<file path="src/rtl/fir_filter_tdm.sv">
// Time-multiplexed N-tap signed FIR filter with one shared MAC,
// programmable coefficients, rounding, saturation and flush.
module fir_filter_tdm #(
  parameter int DATA_W = 16,
  parameter int COEF_W = 16,
  parameter int TAPS   = 8,
  parameter int ACC_W  = 40,
  parameter int SHIFT  = 8,
  parameter int ROUND  = 1,
  localparam int AW    = (TAPS > 1) ? $clog2(TAPS) : 1
) (
  input  logic              clk,
  input  logic              reset_n,
  input  logic              flush,
  input  logic              in_valid,
  output logic              in_ready,
  input  logic [DATA_W-1:0] x_in,
  output logic              out_valid,
  input  logic              out_ready,
  output logic [DATA_W-1:0] y_out,
  output logic              out_sat,
  input  logic              coef_wr,
  input  logic [AW-1:0]     coef_addr,
  input  logic [COEF_W-1:0] coef_data,
  output logic              coef_err
);

  localparam int PW = DATA_W + COEF_W;
  localparam int RS = (SHIFT > 0) ? SHIFT - 1 : 0;
  localparam int EW = ACC_W - DATA_W + 2;

  localparam logic [ACC_W:0] RND =
    (ROUND != 0 && SHIFT > 0) ? ((ACC_W+1)'(1) << RS) : '0;
  localparam logic signed [ACC_W:0] YMAX =
    {{EW{1'b0}}, {(DATA_W-1){1'b1}}};
  localparam logic signed [ACC_W:0] YMIN =
    {{EW{1'b1}}, {(DATA_W-1){1'b0}}};

  typedef enum logic [1:0] {IDLE, MAC, OUT} state_t;

  state_t state, state_nx;

  logic signed [DATA_W-1:0] d    [TAPS];
  logic signed [COEF_W-1:0] coef [TAPS];
  logic signed [ACC_W-1:0]  acc;
  logic signed [ACC_W-1:0]  sum;
  logic signed [PW-1:0]     prod;
  logic signed [ACC_W:0]    rsum;
  logic signed [ACC_W:0]    scaled;
  logic [DATA_W-1:0]        y_nx;
  logic                     sat_nx;
  logic [AW-1:0]            idx;
  logic                     accept;
  logic                     last;
  logic                     hs;
  logic                     addr_ok;

  assign accept  = in_valid && in_ready;
  assign last    = (idx == AW'(TAPS - 1));
  assign hs      = out_valid && out_ready;
  assign addr_ok = (int'(coef_addr) < TAPS);

  always_ff @(posedge clk or negedge reset_n) begin
    if (!reset_n) state <= IDLE;
    else          state <= state_nx;
  end

  always_comb begin
    state_nx = state;
    if (flush) begin
      state_nx = IDLE;
    end else begin
      unique case (state)
        IDLE:    if (accept) state_nx = MAC;
        MAC:     if (last)   state_nx = OUT;
        OUT:     if (hs)     state_nx = IDLE;
        default:             state_nx = IDLE;
      endcase
    end
  end

  always_comb begin
    in_ready = (state == IDLE);
  end

  // Full-precision product sign-extended into the accumulator.
  always_comb begin
    prod   = d[idx] * coef[idx];
    sum    = acc + {{(ACC_W-PW){prod[PW-1]}}, prod};
    rsum   = {sum[ACC_W-1], sum} + $signed(RND);
    scaled = rsum >>> SHIFT;
    y_nx   = scaled[DATA_W-1:0];
    sat_nx = 1'b0;
    if (scaled > YMAX) begin
      y_nx   = YMAX[DATA_W-1:0];
      sat_nx = 1'b1;
    end else if (scaled < YMIN) begin
      y_nx   = YMIN[DATA_W-1:0];
      sat_nx = 1'b1;
    end
  end

  always_ff @(posedge clk or negedge reset_n) begin
    if (!reset_n) begin
      for (int k = 0; k < TAPS; k++) d[k] <= '0;
      acc       <= '0;
      idx       <= '0;
      y_out     <= '0;
      out_valid <= 1'b0;
      out_sat   <= 1'b0;
    end else if (flush) begin
      for (int k = 0; k < TAPS; k++) d[k] <= '0;
      acc       <= '0;
      idx       <= '0;
      out_valid <= 1'b0;
      out_sat   <= 1'b0;
    end else begin
      if (accept) begin
        for (int k = TAPS - 1; k > 0; k--) d[k] <= d[k-1];
        d[0] <= x_in;
        acc  <= '0;
        idx  <= '0;
      end
      if (state == MAC) begin
        acc <= sum;
        idx <= idx + AW'(1);
        if (last) begin
          y_out     <= y_nx;
          out_sat   <= sat_nx;
          out_valid <= 1'b1;
        end
      end
      if (hs) out_valid <= 1'b0;
    end
  end

  // Writes land only while idle; a write alongside flush is dropped silently.
  always_ff @(posedge clk or negedge reset_n) begin
    if (!reset_n) begin
      for (int k = 0; k < TAPS; k++) coef[k] <= '0;
      coef_err <= 1'b0;
    end else begin
      coef_err <= 1'b0;
      if (coef_wr && !flush) begin
        if (state == IDLE && addr_ok) coef[coef_addr] <= coef_data;
        else                          coef_err        <= 1'b1;
      end
    end
  end

endmodule

</file>
<file path="config.mk">
export PLATFORM = sky130hd
export DESIGN_NAME = fir_filter_tdm
export DESIGN_NICKNAME = d
export VERILOG_FILES = /design/src/rtl/fir_filter_tdm.sv
export SDC_FILE = /design/constraint.sdc
export NUM_CORES = 1
export LEC_CHECK = 0
export BUFFER_PORTS_ARGS = -buffer_cell sky130_fd_sc_hd__buf_2
export CAP_MARGIN = 20
export CORE_MARGIN = 2
export CORE_UTILIZATION = 55
export DETAILED_ROUTE_END_ITERATION = 10
export PLACE_DENSITY = 0.75
export SYNTH_ARGS = -nofsm -noshare
export SYNTH_HDL_FRONTEND = slang
export SYNTH_SLANG_ARGS = --single-unit
</file>
<file path="constraint.sdc">
create_clock -name clk -period 13.1 [get_ports clk]
set_input_delay 0.655 -clock clk [delete_from_list [all_inputs] [get_ports clk]]
set_output_delay 0.655 -clock clk [all_outputs]
set_load 0.02 [all_outputs]
</file>
==> results of run 1 <==
-- cells in the mapped netlist (all sizes together) (31+ instances only) --
cell,number
mux2i,31
mux2,154
nand3,38
mux4,64
dfrtp,320
clkbuf,100
inv,345
o21ai,49
xnor2,49
fa,263
nand2,442
a21oi,192
ha,126
nor2,199
-- cell type report --
| class | count | area, µm² | area share |
|---|---|---|---|
| Antenna cell | 3 | 7.51 | 0.000251 |
| Clock buffer | 51 | 1040 | 0.0348 |
| Clock inverter | 17 | 285 | 0.00954 |
| Inverter | 345 | 1290 | 0.0433 |
| Multi-Input combinational cell | 1980 | 17700 | 0.591 |
| Sequential cell | 320 | 8010 | 0.268 |
| Tap cell | 664 | 831 | 0.0278 |
| Timing Repair Buffer | 110 | 768 | 0.0257 |
-- layout by cell type (no fill, tap or decap), drive strengths merged, types with 7 or more instances in the layout --
cell	netlist	routed
o21ai	49	49
and2	12	12
mux4	64	64
nor2	199	199
inv	345	347
nor3	27	27
a21oi	192	192
o22ai	10	10
a21o	27	27
nand4	16	16
a31oi	11	11
buf	26	110
and3	21	21
nor3b	7	7
a211oi	10	10
and4	7	7
ha	126	126
o211ai	21	21
nor4	8	8
or3	10	10
nand3	38	38
a22o	24	24
o21a	8	8
nand2	442	442
mux2i	31	31
xor2	25	25
fa	263	263
clkbuf	100	51
clkinv	0	8
mux2	154	154
o21bai	10	10
or2	8	8
xnor2	49	49
nand2b	27	27
nor2b	9	9
dfrtp	320	320
-- final timing paths --
kind | from | end | slack [ns]
setup / recovery | idx[0]$_DFFE_PN0P_ | y_out[15]$_DFFE_PN0P_ | 0.74
min in group clk | x_in[3] | d[115]$_DFFE_PN0P_ | 0.31
setup reg to reg | idx[0]$_DFFE_PN0P_ | y_out[15]$_DFFE_PN0P_ | 0.74
hold reg to reg | acc[36]$_DFFE_PN0P_ | acc[36]$_DFFE_PN0P_ | 0.49
max in group asynchronous | reset_n | d[5]$_DFFE_PN0P_ | 9.68
hold / removal | reset_n | y_out[3]$_DFFE_PN0P_ | 0.07
-- sequential cells by signal (all words and copies together), names as in the netlist --
signal     count
idx            3
coef_err       1
coef         128
acc           40
state          2
out_valid      1
y_out         16
out_sat        1
d            128
-- logic make-up (layout without fill, tap and decap cells) --
| family | after synthesis | after routing | synth area share |
|---|---|---|---|
| AND/OR/NAND/NOR | 843 | 843 | 0.136 |
| buffers and inverters | 471 | 523 | 0.0667 |
| AO/OA/AOI/OAI | 424 | 424 | 0.105 |
| adder cells (fa/ha/maj) | 389 | 389 | 0.249 |
| flip-flops | 320 | 320 | 0.292 |
| multiplexers | 249 | 249 | 0.127 |
| XOR/XNOR | 75 | 75 | 0.0250 |
| other | 0 | 3 | 0 |
-- through the flow --
stage / total power [mW] / utilization / setup WS (ns) / hold slack [ns] / cells
2_1_floorplan: 4.91 / - / 1.35 / 0.359 / 2771
3_3_place_gp: 5.96 / 0.581 / 1.07 / 0.469 / 3417
3_5_place_dp: 6.06 / 0.581 / 0.792 / 0.478 / 3417
4_1_cts: 7.24 / 0.607 / 0.792 / 0.126 / 3485
5_1_grt: 7.85 / 0.608 / 0.157 / 0.135 / 3489
6_report: 7.30 / 0.608 / 0.744 / 0.0699 / 3490
-- metal layers --
layer  GRT usage  vias up  share of wire
met5           0        -        0.00012
met4       0.106        2          0.037
met3      0.0430      160          0.062
met2       0.457      703           0.48
met1       0.372    10400           0.42
li1            -     9283              -
-- worst max-delay path, delay by kind of cell (launching register included) --
family / cells / cell delay [ns]
multiplexers: 2 / 1.25
buffers and inverters: 5 / 0.49
AND/OR/NAND/NOR: 5 / 1.52
AO/OA/AOI/OAI: 15 / 4.33
adder cells (fa/ha/maj): 8 / 3.83
XOR/XNOR: 2 / 0.36
flip-flops: 1 / 0.50
-- power groups by stage --
stage	sequential (mW)	combinational, mW	clock, mW
2_1_floorplan	1.17	3.74	0
3_3_place_gp	1.19	4.77	0
3_5_place_dp	1.20	4.86	0
4_1_cts	1.18	4.90	1.16
5_1_grt	1.20	5.46	1.19
6_report	1.19	4.98	1.14
==> results.py, run 1 <==
metrics = {
    "global_routing": {
        "grt_max_degree": 115,
        "grt_pass1_wl_um": 112000,
        "grt_pass1_vias": 21100,
        "grt_usage": 0.277,
        "grt_remaining_overflow": 0,
        "grt_antenna_before_repair": 4,
    },
    "routing": {
        "final_antenna_net_count": 0,
        "drc": 0,
        "vias": 20500,
        "drt-vias-per-instance": 5.88,
        "firstDrtPassIters": 8,
        "drt_iter0_drc": 1637,
        "avgRoutedWirePerCell_um": 19.9,
        "wl_um": 69300,
    },
    "place": {
        "dpl.hpwl_um": 51200,
        "gp_congestion": 0.987,
        "portBuffers": 60,
        "place_area_um2": 28500,
    },
    "die": {
        "die_x_um": 227,
        "start_util": 0.559,
        "pin_count": 61,
        "die_h_um": 227,
        "rows": 81,
        "design.die.area_um2": 51700,
        "core_um2": 49200,
    },
    "pwr": {
        "p_comb_frac": 0.682,
        "intPower_mw": 3.64,
        "power.share.switching": 0.501,
        "p_leak_nw": 13.9,
        "cellPowerDensity_nw_per_um2": 244,
        "seqPwrFrac": 0.162,
        "clock_power_share": 0.156,
        "p_switching_mw": 3.66,
        "vdd_drop_max_v": 0.000188,
    },
    "sta": {
        "rsz0062_at_grt": "no",
        "slew_headroom": 0.237,
        "fin_skew_ns": 0.0281,
        "tightest_slew_ns": 1.14,
        "period_minus_slack_ns": 12.36,
        "slew_viol_final": 0,
        "setup_viol": 0,
        "hold_violations": 0,
        "finalSetupTns_ns": 0,
        "clock.fmax_mhz": 80.9,
        "fin_crit_sh": 0.943,
    },
    "setup_path": {
        "worstPathMaxFanout": 27,
        "crit_top_cell": "fa_1",
        "slowest_stage": "mux2i_1",
        "worstPathArrival_ns": 12.88,
        "startpoint_type": "register",
        "r2r_cells": 37,
        "endpoint_kind": "register",
        "path_class": "register to register",
        "critPathMaxStageDelay_ns": 0.70,
        "worstPathRequired_ns": 13.62,
    },
    "clock_network": {
        "clock_sinks": 320,
        "clockBufferDepth": 3,
        "post_cts_resized": 0,
        "clk_pin_slew_ns": 0.06,
        "postCtsSetupBuffers": 0,
        "ctsHoldBuffers": 0,
        "cts_tree": "yes",
        "clock_latency_ns": 0.59,
        "cts-root-buf": "clkbuf_16",
        "cts_buffers": 38,
        "htree_levels": 2,
    },
    "logic_synthesis": {
        "synth_cell_types": 95,
        "synth_nets": 3201,
        "synth_area_um2": 27500,
        "yosysTopAreaCell": "dfrtp_1",
        "syn_inst": 2771,
        "syn_area_per_cell_um2": 9.91,
        "synth-seq-area-share": 0.292,
        "ys_warn_count": 0,
        "synth_top_area_frac": 0.292,
        "ys_async_sr_fraction": 1.00,
        "synth_top_cells_by_area": "dfrtp_1, fa_1, mux2_2",
        "synth_seq_cells": 320,
        "synth-edff-count": 0,
        "ys.flop_type": "dfrtp_1",
    },
    "final_layout": {
        "drive_above_1_share": 0.165,
        "stdcell_area_um2": 29900,
        "final.fill_count": 3953,
        "nets": 3225,
        "areaGrowthSynthToFinish_pct": 8.89,
    },
    "job": {
        "drv_cap": 0,
    },
    "hold_path": {
        "hold_path.class": "input port to async pin",
    },
    "status": {
        "status": "finished, final reports clean",
    },
}
(Power assumes the default switching activity.)
==> run 2, diff against run 1 <==
==> config.mk (replaced) <==
export PLATFORM = sky130hd
export DESIGN_NAME = fir_filter_tdm
export DESIGN_NICKNAME = d
export VERILOG_FILES = /design/src/rtl/fir_filter_tdm.sv
export SDC_FILE = /design/constraint.sdc
export NUM_CORES = 1
export LEC_CHECK = 0
export CAP_MARGIN = 20
export CORE_MARGIN = 2
export CORE_UTILIZATION = 55
export DETAILED_ROUTE_END_ITERATION = 10
export DONT_BUFFER_PORTS = 1
export PLACE_DENSITY = 0.74
export SYNTH_ARGS = -nofsm -noshare
export SYNTH_HDL_FRONTEND = slang
export SYNTH_SLANG_ARGS = --single-unit
==> run 2 against run 1 <==
Worst setup slack worse by 0.030 ns; first-iteration DRC count is 9.0% higher; global-route usage is 0.28 points lower; clock power hardly changed; die area stayed put; critical endpoint unchanged; maximum frequency is 0.24% lower; hold slack worse by 0.046 ns; via count is 0.14% lower; clock-buffer cell count is 2 lower; register-to-register slack worse by 0.03 ns; critical path depth is 4 higher.
==> results.py, run 2 (synthesis gave the netlist of run 1 again) <==
metrics = {
    "global_routing": {
        "grt_pass1_vias": 20800,
        "grt_antenna_before_repair": 0,
        "grt_max_degree": 321,
        "grt_usage": 0.274,
        "grt_pass1_wl_um": 111000,
        "grt_remaining_overflow": 0,
    },
    "place": {
        "dp_cells": 3356,
        "dpl.hpwl_um": 50200,
        "gp_congestion": 1.01,
        "portBuffers": 0,
        "place_area_um2": 28200,
    },
    "final_layout": {
        "finalNonFillerCells": 3427,
        "stdcell_area_um2": 29600,
        "mostFrequentLayoutCells": "nand2_1, inv_1, dfrtp_1",
        "nets": 3166,
        "final_common_cell": "nand2_1",
        "final_util": 0.603,
        "areaGrowthSynthToFinish_pct": 7.87,
        "final.fill_count": 3965,
        "antennaDiodeCount": 0,
        "largest_registers": "coef (128), d (128), acc (40)",
        "drive_above_1_share": 0.150,
    },
    "sta": {
        "hold_violations": 0,
        "finalSetupTns_ns": 0,
        "clock.fmax_mhz": 80.7,
        "fin_crit_sh": 0.945,
        "slew_headroom": 0.240,
        "setup_viol": 0,
        "tightest_slew_ns": 1.14,
        "period_minus_slack_ns": 12.39,
        "fin_skew_ns": 0.0274,
        "slew_viol_final": 0,
        "rsz0062_at_grt": "no",
    },
    "routing": {
        "firstDrtPassIters": 6,
        "drc": 0,
        "vias": 20500,
        "drt-vias-per-instance": 5.97,
        "avgRoutedWirePerCell_um": 20.0,
        "wl_um": 68500,
        "drt_iter0_drc": 1784,
        "final_antenna_net_count": 0,
    },
    "die": {
        "pin_count": 61,
        "start_util": 0.559,
        "die_x_um": 227,
        "design.die.area_um2": 51700,
        "rows": 81,
        "die_h_um": 227,
        "core_um2": 49200,
    },
    "clock_network": {
        "clock_latency_ns": 0.57,
        "cts_tree": "yes",
        "clock_sinks": 320,
        "htree_levels": 2,
        "cts-root-buf": "clkbuf_16",
        "clk_pin_slew_ns": 0.06,
        "postCtsSetupBuffers": 0,
        "cts_buffers": 37,
        "clockBufferDepth": 3,
    },
    "hold_path": {
        "hold_path.class": "input port to async pin",
    },
    "pwr": {
        "cellPowerDensity_nw_per_um2": 245,
        "p_leak_nw": 13.7,
        "vdd_drop_max_v": 0.000217,
    },
    "setup_path": {
        "worstPathArrival_ns": 12.89,
        "worstPathMaxFanout": 22,
        "slowest_stage": "dfrtp_4",
        "r2r_cells": 41,
        "critPathMaxStageDelay_ns": 0.71,
        "worstPathRequired_ns": 13.61,
        "path_class": "register to register",
        "endpoint_kind": "register",
        "startpoint_type": "register",
        "crit_top_cell": "fa_1",
    },
    "status": {
        "status": "finished, final reports clean",
    },
    "job": {
        "drv_cap": 0,
    },
}
[run 2: cell count changes in the layout (fill, tap and decap cells not counted), moves of 2 or more]
cell,before,now
clkinv_2,6,2
inv_6,1,4
clkinvlp_4,1,4
diode_2,3,0
buf_2,59,0
bufinv_16,6,4
clkbuf_8,4,9
buf_12,5,2
clkbuf_1,9,3
buf_16,1,5
[run 2: power by group]
group / internal, mW / total, mW / switching [mW]
clock network: 0.656 / 1.11 / 0.452
logic: 1.85 / 4.94 / 3.10
registers: 1.11 / 1.19 / 0.0751
total: 3.62 / 7.24 / 3.63
[run 2: worst paths after layout]
| check | from | end | slack (ns) |
|---|---|---|---|
| worst max-delay path | idx[0]$_DFFE_PN0P_ | y_out[15]$_DFFE_PN0P_ | 0.71 |
| worst min-delay path | reset_n | y_out[12]$_DFFE_PN0P_ | 0.02 |
| worst max register to register | idx[0]$_DFFE_PN0P_ | y_out[15]$_DFFE_PN0P_ | 0.71 |
| worst min register to register | acc[15]$_DFFE_PN0P_ | acc[15]$_DFFE_PN0P_ | 0.49 |
| max in group asynchronous | reset_n | idx[0]$_DFFE_PN0P_ | 11.59 |
| min in group clk | flush | state[1]$_DFFE_PN0P_ | 0.15 |
[run 2: per-layer routing]
metal  share of wire  up-vias  track usage  wire length (µm)
li1                -     9175            -                 -
met1            0.42    10400        0.374             28800
met2            0.48      732        0.449             32600
met3           0.070      136       0.0493              4810
met4           0.034        0       0.0854              2300
met5               0        -            0                 0
[run 2: per-stage QoR]
stage          hold slack (ns)  setup slack (ns)  power (mW)
2_1_floorplan            0.359              1.35        4.91
3_3_place_gp             0.368             0.788        5.92
3_5_place_dp             0.368             0.625        6.03
4_1_cts                  0.120             0.577        7.19
5_1_grt                 0.0726           0.00256        7.81
6_report                0.0239             0.714        7.24
[run 2: worst max-delay path: cells and delay by family (launching register included)]
family,cells,cell delay (ns)
DFF,1,0.71
adders and majority gates,8,3.83
buffers and inverters,6,0.87
xor gates and xnor gates,1,0.26
and+or+nand+nor,9,2.28
AOI/OAI and AO/OA,15,3.59
muxes,2,0.75
[run 2: final cells by class]
cell class                      instances  area, µm²  share of cell area
Tap cell                              664        831              0.0280
Clock buffer                           49       1060              0.0358
Clock inverter                         17        233             0.00786
Inverter                              345       1290              0.0437
Sequential cell                       320       8010               0.271
Multi-Input combinational cell       1980      17700               0.597
Timing Repair Buffer                   52        515              0.0174
[run 2: repair_timing]
action	4_1_cts	5_1_grt
hold endpoints to repair	320	0
hold buffers	1	0
gates resized for setup	0	2
setup endpoints to repair	0	17
==> run 3, diff against run 2 <==
--- a/config.mk
+++ b/config.mk
@@ -7,10 +7,10 @@
 export LEC_CHECK = 0
 export CAP_MARGIN = 20
 export CORE_MARGIN = 2
-export CORE_UTILIZATION = 55
+export CORE_UTILIZATION = 50
 export DETAILED_ROUTE_END_ITERATION = 10
 export DONT_BUFFER_PORTS = 1
-export PLACE_DENSITY = 0.74
+export PLACE_DENSITY = 0.69
 export SYNTH_ARGS = -nofsm -noshare
 export SYNTH_HDL_FRONTEND = slang
 export SYNTH_SLANG_ARGS = --single-unit
==> run 3 against run 2 <==
Hold slack worse by 0.016 ns; cell area about the same; largest cell class unchanged; largest power group unchanged; clock power down 5%.
==> results.py, run 3 (synthesis gave the netlist of run 1 again) <==
metrics = {
    "status": {
        "status": "finished, final reports clean",
    },
    "die": {
        "pin_count": 61,
        "design.die.area_um2": 56800,
        "die_h_um": 238,
        "start_util": 0.508,
        "die_x_um": 238,
        "rows": 85,
        "core_um2": 54000,
    },
    "place": {
        "portBuffers": 0,
        "place_area_um2": 28300,
        "gp_congestion": 0.946,
        "dpl.hpwl_um": 51200,
        "dp_slack_ns": 0.451,
        "dp_cells": 3388,
    },
    "final_layout": {
        "areaGrowthSynthToFinish_pct": 7.82,
        "mostFrequentLayoutCells": "nand2_1, inv_1, dfrtp_1",
        "drive_above_1_share": 0.148,
        "final_util": 0.548,
        "final_common_cell": "nand2_1",
        "antennaDiodeCount": 0,
        "finalNonFillerCells": 3460,
        "stdcell_area_um2": 29600,
        "largest_registers": "coef (128), d (128), acc (40)",
        "nets": 3167,
    },
    "sta": {
        "clock.fmax_mhz": 80.8,
        "rsz0062_at_grt": "no",
        "tightest_slew_ns": 1.07,
        "fin_skew_ns": 0.0317,
        "slew_viol_final": 0,
        "setup_viol": 0,
        "setup_ws_ns": 0.725,
        "period_minus_slack_ns": 12.37,
        "finalSetupTns_ns": 0,
        "hold_violations": 0,
        "fin_crit_sh": 0.945,
        "slew_headroom": 0.286,
        "whs_ns": 0.00738,
    },
    "global_routing": {
        "grt_pass1_vias": 20700,
        "grt_antenna_before_repair": 0,
        "grt_pass1_wl_um": 112000,
        "use_met3": 0.0403,
        "grt_util_met2": 0.412,
        "grt_remaining_overflow": 0,
        "grt_max_degree": 321,
        "grt_usage": 0.249,
        "grtUsageMet1": 0.339,
        "grt_busiest_layer": "met2",
    },
    "setup_path": {
        "startpoint_type": "register",
        "path_class": "register to register",
        "slowest_stage": "or4_1",
        "worstPathMaxFanout": 25,
        "critPathMaxStageDelay_ns": 0.66,
        "worstPathArrival_ns": 12.88,
        "endpoint_kind": "register",
        "crit_top_cell": "fa_1",
        "worstPathRequired_ns": 13.61,
    },
    "routing": {
        "vias": 20200,
        "drt_iter0_drc": 1537,
        "drt-vias-per-instance": 5.83,
        "drc": 0,
        "wl_um": 69000,
        "final_antenna_net_count": 0,
        "firstDrtPassIters": 7,
        "avgRoutedWirePerCell_um": 19.9,
    },
    "pwr": {
        "p_leak_nw": 13.6,
        "cellPowerDensity_nw_per_um2": 243,
        "vdd_drop_max_v": 0.000177,
        "power_mw": 7.20,
    },
    "hold_path": {
        "hold_path.class": "input port to async pin",
    },
    "job": {
        "drv_cap": 0,
    },
    "clock_network": {
        "clockBufferDepth": 3,
        "htree_levels": 2,
        "cts_tree": "yes",
        "postCtsSetupBuffers": 0,
        "clock_sinks": 320,
        "cts_buffers": 38,
        "cts-root-buf": "clkbuf_16",
        "clk_pin_slew_ns": 0.06,
        "clock_latency_ns": 0.58,
    },
}
run 3: changes by cell type in the layout (fill, tap and decap cells not counted), moves of 3 or more:
cell / previous run / this run
buf_12: 2 / 5
clkinv_2: 2 / 8
clkinvlp_4: 4 / 1
buf_4: 45 / 41
inv_6: 4 / 0
clkbuf_8: 9 / 4
clkbuf_1: 3 / 9
run 3: what timing repair did:
action	4_1_cts	5_1_grt
setup endpoints to repair	0	17
gates resized for setup	0	2
endpoints found under the hold margin	320	0
hold buffers	1	0
run 3: layer usage:
layer,part of all wire,wire (µm),vias to the layer above
li1,-,-,9149
met1,0.43,29700,10300
met2,0.48,33300,601
met3,0.060,4110,106
met4,0.027,1840,0
met5,0,0,-
run 3: report_power, final:
part	internal [mW]	leakage, nW	switching [mW]
Sequential	1.11	4.24	0.0721
Combinational	1.84	8.79	3.11
Clock	0.603	0.601	0.449
Total	3.56	13.6	3.64
run 3: area by class of cell:
type / count / area, µm²
flip-flops and latches: 320 / 8010
fillers: 4715 / 24400
repair buffers: 52 / 526
inverters: 345 / 1290
clock buffers: 51 / 1040
clock inverters: 16 / 188
multi-input cells: 1980 / 17700
well taps: 696 / 871
run 3: worst paths after layout:
path / from / slack (ns) / end / depth (start not counted)
min in group clk: flush / 0.15 / state[1]$_DFFE_PN0P_ / 1
max in group asynchronous: reset_n / 11.57 / coef[40]$_DFFE_PN0P_ / 2
worst min register to register: acc[3]$_DFFE_PN0P_ / 0.49 / acc[3]$_DFFE_PN0P_ / 2
worst max-delay path: idx[0]$_DFFE_PN0P_ / 0.73 / y_out[15]$_DFFE_PN0P_ / 38
worst max register to register: idx[0]$_DFFE_PN0P_ / 0.73 / y_out[15]$_DFFE_PN0P_ / 38
worst min-delay path: reset_n / 0.007 / acc[9]$_DFFE_PN0P_ / 1
run 3: critical path: cells and delay by family (launching register included):
kind / cells / cell delay [ns]
AO/OA/AOI/OAI: 10 / 3.08
XOR/XNOR: 1 / 0.24
adder cells (fa/ha/maj): 8 / 3.81
buffers and inverters: 6 / 0.68
flip-flops: 1 / 0.58
multiplexers: 3 / 1.38
AND/OR/NAND/NOR: 10 / 2.52
